--- config.mk ---
export PLATFORM = sky130hd
export DESIGN_NAME = muldiv_unit
export DESIGN_NICKNAME = d
export VERILOG_FILES = /design/src/rtl/muldiv_unit.sv
export SDC_FILE = /design/constraint.sdc
export NUM_CORES = 1
export LEC_CHECK = 0
export ABC_AREA = 1
export CAP_MARGIN = 10
export CORE_MARGIN = 2
export CORE_UTILIZATION = 45
export CTS_CLUSTER_DIAMETER = 150
export DETAILED_ROUTE_END_ITERATION = 7
export SLEW_MARGIN = 20
export SYNTH_ARGS = -nofsm -noshare
export SYNTH_HDL_FRONTEND = slang
export SYNTH_SLANG_ARGS = --single-unit
export TNS_END_PERCENT = 50
--- constraint.sdc ---
create_clock -name clk -period 6.2 [get_ports clk]
set_input_delay 0.93 -clock clk [delete_from_list [all_inputs] [get_ports clk]]
set_output_delay 0.93 -clock clk [all_outputs]
set_load 0.005 [all_outputs]
--- src/rtl/muldiv_unit.sv ---
// Multi-cycle RV32M/RV64M multiply/divide unit: shift-add multiply and restoring divide,
// one result bit per cycle; divide-by-zero and signed overflow resolve on accept.
module muldiv_unit #(
    parameter int XLEN  = 32,
    parameter int CNT_W = $clog2(XLEN) + 1
) (
    input  logic            clk,
    input  logic            rst,
    input  logic            in_valid,
    output logic            in_ready,
    input  logic [2:0]      funct3,
    input  logic [XLEN-1:0] rs1,
    input  logic [XLEN-1:0] rs2,
    input  logic            kill,
    output logic            out_valid,
    input  logic            out_ready,
    output logic [XLEN-1:0] rd,
    output logic            busy
);
    localparam logic [2:0] F_MUL   = 3'd0;
    localparam logic [2:0] F_MULHU = 3'd3;

    typedef enum logic [1:0] {IDLE, CALC, DONE} state_t;

    state_t state, state_nxt;

    logic [2:0]        op_r;
    logic              neg_q;
    logic              neg_r;
    logic [2*XLEN-1:0] acc;
    logic [2*XLEN-1:0] mcand;
    logic [XLEN-1:0]   opb;
    logic [CNT_W-1:0]  cnt;

    logic              sgn_a_in, sgn_b_in, neg_a_in, neg_b_in;
    logic [XLEN-1:0]   mag_a_in, mag_b_in;
    logic              div_zero, div_ovf, fast;
    logic [XLEN-1:0]   fast_res;
    logic              accept, last_step;

    // Operand decode on the request side; only used in the accept cycle
    always_comb begin
        sgn_a_in = funct3[2] ? ~funct3[0] : (funct3 != F_MULHU);
        sgn_b_in = funct3[2] ? ~funct3[0] : ~funct3[1];
        neg_a_in = sgn_a_in & rs1[XLEN-1];
        neg_b_in = sgn_b_in & rs2[XLEN-1];
        mag_a_in = neg_a_in ? -rs1 : rs1;
        mag_b_in = neg_b_in ? -rs2 : rs2;
        div_zero = funct3[2] && (rs2 == '0);
        div_ovf  = funct3[2] && !funct3[0] && (rs1 == {1'b1, {(XLEN-1){1'b0}}}) && (rs2 == '1);
        fast     = div_zero || div_ovf;
        if (div_zero) begin
            fast_res = funct3[1] ? rs1 : '1;
        end else begin
            fast_res = funct3[1] ? '0 : rs1;
        end
    end

    logic [2*XLEN:0]   shifted;
    logic [XLEN:0]     trial_hi;
    logic [2*XLEN-1:0] acc_step;
    logic [2*XLEN-1:0] prod;
    logic [XLEN-1:0]   quo, rem, res;

    // Divide keeps {remainder, dividend/quotient} in acc and shifts it left each step
    always_comb begin
        shifted  = {acc, 1'b0};
        trial_hi = shifted[2*XLEN:XLEN] - {1'b0, opb};
        if (op_r[2]) begin
            if (shifted[2*XLEN:XLEN] >= {1'b0, opb}) begin
                acc_step = {trial_hi[XLEN-1:0], shifted[XLEN-1:1], 1'b1};
            end else begin
                acc_step = shifted[2*XLEN-1:0];
            end
        end else begin
            acc_step = opb[0] ? acc + mcand : acc;
        end
        prod = neg_q ? -acc_step : acc_step;
        quo  = neg_q ? -acc_step[XLEN-1:0] : acc_step[XLEN-1:0];
        rem  = neg_r ? -acc_step[2*XLEN-1:XLEN] : acc_step[2*XLEN-1:XLEN];
        if (op_r[2]) begin
            res = op_r[1] ? rem : quo;
        end else begin
            res = (op_r == F_MUL) ? prod[XLEN-1:0] : prod[2*XLEN-1:XLEN];
        end
    end

    always_ff @(posedge clk) begin
        if (rst) begin
            state <= IDLE;
        end else begin
            state <= state_nxt;
        end
    end

    always_comb begin
        state_nxt = state;
        in_ready  = 1'b0;
        out_valid = 1'b0;
        busy      = 1'b0;
        unique case (state)
            IDLE: begin
                in_ready = ~kill;
                if (in_valid && !kill) begin
                    state_nxt = fast ? DONE : CALC;
                end
            end
            CALC: begin
                busy = 1'b1;
                if (kill) begin
                    state_nxt = IDLE;
                end else if (cnt == CNT_W'(XLEN - 1)) begin
                    state_nxt = DONE;
                end
            end
            DONE: begin
                busy      = 1'b1;
                out_valid = 1'b1;
                if (kill || out_ready) begin
                    state_nxt = IDLE;
                end
            end
            default: state_nxt = IDLE;
        endcase
    end

    assign accept    = in_valid && in_ready;
    assign last_step = (state == CALC) && !kill && (cnt == CNT_W'(XLEN - 1));

    always_ff @(posedge clk) begin
        if (rst) begin
            op_r  <= '0;
            neg_q <= 1'b0;
            neg_r <= 1'b0;
            acc   <= '0;
            mcand <= '0;
            opb   <= '0;
            cnt   <= '0;
            rd    <= '0;
        end else if (accept) begin
            op_r  <= funct3;
            neg_q <= neg_a_in ^ neg_b_in;
            neg_r <= neg_a_in;
            opb   <= mag_b_in;
            cnt   <= '0;
            if (funct3[2]) begin
                acc   <= {{XLEN{1'b0}}, mag_a_in};
                mcand <= '0;
            end else begin
                acc   <= '0;
                mcand <= {{XLEN{1'b0}}, mag_a_in};
            end
            if (fast) begin
                rd <= fast_res;
            end
        end else if (state == CALC && !kill) begin
            acc <= acc_step;
            cnt <= cnt + CNT_W'(1);
            if (!op_r[2]) begin
                mcand <= mcand << 1;
                opb   <= opb >> 1;
            end
            if (last_step) begin
                rd <= res;
            end
        end
    end
endmodule
==> flow_summary.yaml <==
die:
  die_area_um2: 54500
  die_h_um: 233
  initial_core_util_pct: 45.3
  num_rows: 84
  chipWidth_um: 233
  ios: 107
  core_um2: 52300
sta:
  fin_crit_sh_pct: 81.4
  finClkSkew_ns: 0.0197
  worst_pin_slew_ns: 1.07
  tns_ns: 0
  hold_viol_final: 0
  min_period_ns: 5.04
  rsz0062_at_grt: "no"
  setup_slack_ns: 1.16
  setup_violations: 0
  report.final.slew_viol_count: 0
  relSlewSlack_pct: 28.9
  fmax_mhz: 198
global_route:
  grt_pass1_wl_um: 159000
  grt_max_degree: 105
  grtUsageTotal_pct: 38.6
  grt_remaining_overflow: 0
  grt_pass1_vias: 25725
  antenna_found_initial: 0
layout:
  drive_gt1_share_pct: 5.07
  nFillCells: 5854
  final_core_util_pct: 50.0
  multi_input_area_um2: 16700
  diodes: 0
  nets: 4555
  final-seq-area_um2: 4110
  fin_area_um2: 26200
  syn_to_final_growth_pct: 10.5
clock_tree:
  path_clk_slew_ns: 0.07
  clock_path_buffers: 3
  ctsHoldBuffers: 0
  cts.htree.levels: 1
  clock_latency_ns: 0.59
  cts_sinks: 205
  cts_tree: "built"
  cts_setup_buffers: 0
  ctsRootBufferMaster: "clkbuf_16"
  numCtsBuffers: 27
  ctsResizeCount: 0
yosys:
  synth_edf_count: 0
  synth.distinct_cells: 55
  synth_most_common_cell: "nand2_1"
  seq_area_frac_synth_pct: 17.3
  synth_top_flop_cell: "dfxtp_1"
  syn-instance-count: 4365
  synthTopCellsByArea: "nand2_1, dfxtp_1, inv_1"
  mappedNetlistNets: 4543
  syn_area_um2: 23700
  yosys_warnings: 0
  synthTopCellsByCount: "nand2_1, inv_1, nor2_1"
  ys_ff_latch: 205
  synth_top_area_share_pct: 23.1
  synthArstFlopShare_pct: 0
  syn_area_per_cell_um2: 5.43
  synth.largest_area_cell: "nand2_1"
power_and_ir_drop:
  leakage_nw: 12.2
  ir_worst_vdd_uv: 254
  power_frac_comb_pct: 59.9
  internal_power_mw: 3.82
  power_frac_clock_pct: 20.5
  power.density_nw_per_um2: 312
  seq_power_share_pct: 19.6
  p_switching_mw: 4.35
  p_sw_share_pct: 53.3
placement:
  gp_congestion: 1.03
  place_area_um2: 25300
  dpl.hpwl_um: 85400
  pre_cts_slack_ns: 1.29
  numPortBuffers: 106
route:
  via_count: 28645
  drc: 0
  drtPass1Iterations: 6
  vias_per_cell: 5.63
  wl_per_cell_um: 21.0
  drt-initial-drc-count: 3473
  ant_nets: 0
  finalWirelength_um: 107000
setup_path:
  crit_type: "reg -> reg"
  cp_num_buf_inv: 3
  path_common_cell: "nand2_1"
  cpPeakStageDelay_ns: 0.41
  end_kind: "flop"
  cp-start-kind: "flop"
  critical_path_peak_fanout: 35
  cp.arrival_ns: 5.55
  crit_slowest_cell: "dfxtp_1"
  cp_data_required_time_ns: 6.71
  cp_top_family: "simple AND/OR/NAND/NOR gates"
job:
  drv_cap: 0
status:
  run_status: "finished, final reports clean"
worst_hold_path:
  worst_hold_path_type: "reg -> reg"
==> cell families after synthesis <==
| logic type | after synthesis | synth area share, % |
|---|---|---|
| AOI/OAI and AO/OA | 792 | 18.4 |
| xor gates and xnor gates | 105 | 3.88 |
| adders and majority gates | 106 | 5.66 |
| buffers and inverters | 766 | 12.4 |
| DFF | 205 | 17.3 |
| and+or+nand+nor | 2391 | 42.3 |
==> cell usage in the layout, fill, tap and decap left out, types with 38 or more instances in the layout <==
cell,n
xnor2_1,38
dfxtp_1,202
nand4_1,48
nand2_2,43
ha_1,104
clkdlybuf4s50_1,105
nor2_1,404
nand2_1,1457
inv_1,586
o21ai_0,230
a31oi_1,46
a21oi_1,376
nand3_1,302
xor2_1,67
nor3_1,45
==> cell type report <==
cell class	count	share of cell area, %
repair buffers	142	5.12
multi-input cells	3394	63.7
flip-flops and latches	205	15.7
well taps	688	3.29
inverters	607	8.70
clock inverters	16	0.674
clock buffers	34	2.80
==> worst paths after layout <==
path	cells past startpoint	end	from	slack [ns]
min reg2reg	2	mcand[35]	mcand[34]	0.48
max	31	rd[18]	opb[4]	1.16
min	2	mcand[35]	mcand[34]	0.48
max reg2reg	31	rd[18]	opb[4]	1.16
==> state kept, by name (all words and copies together), names as in the netlist <==
| signal | flops |
|---|---|
| cnt | 6 |
| opb | 32 |
| state | 2 |
| neg_q | 1 |
| acc | 64 |
| neg_r | 1 |
| mcand | 64 |
| rd | 32 |
| op_r | 3 |
==> power by group through the flow <==
stage | Clock, mW | Combinational, mW | Sequential (mW)
floorplan | 0 | 3.37 | 1.55
global placement | 0 | 4.75 | 1.62
detailed placement | 0 | 4.71 | 1.62
CTS | 1.69 | 4.74 | 1.60
global route | 1.73 | 5.31 | 1.62
finish | 1.68 | 4.90 | 1.60
==> stage by stage <==
stage | std cells | power (mW) | hold slack (ns)
floorplan | 4365 | 4.92 | 0.445
global placement | 5036 | 6.37 | 0.459
detailed placement | 5036 | 6.33 | 0.467
CTS | 5086 | 8.03 | 0.476
global route | 5086 | 8.67 | 0.484
finish | 5086 | 8.18 | 0.478
==> metal layers <==
metal	vias to the layer above	routed length, um	track usage [%]
met4	0	4000	12.3
met5	-	0	0
met2	1335	43300	56.6
met3	206	11300	8.12
met1	13068	48200	55.7
li1	14036	-	-
==> worst register-to-register path: cells and delay by family, from the launching register on <==
family,cells,cell delay (ns)
adder cells (fa/ha/maj),2,0.49
flip-flops,1,0.41
AND/OR/NAND/NOR,22,3.04
XOR/XNOR,1,0.13
buffers and inverters,3,0.20
AO/OA/AOI/OAI,3,0.70
Power figures use the tool's default switching activity.
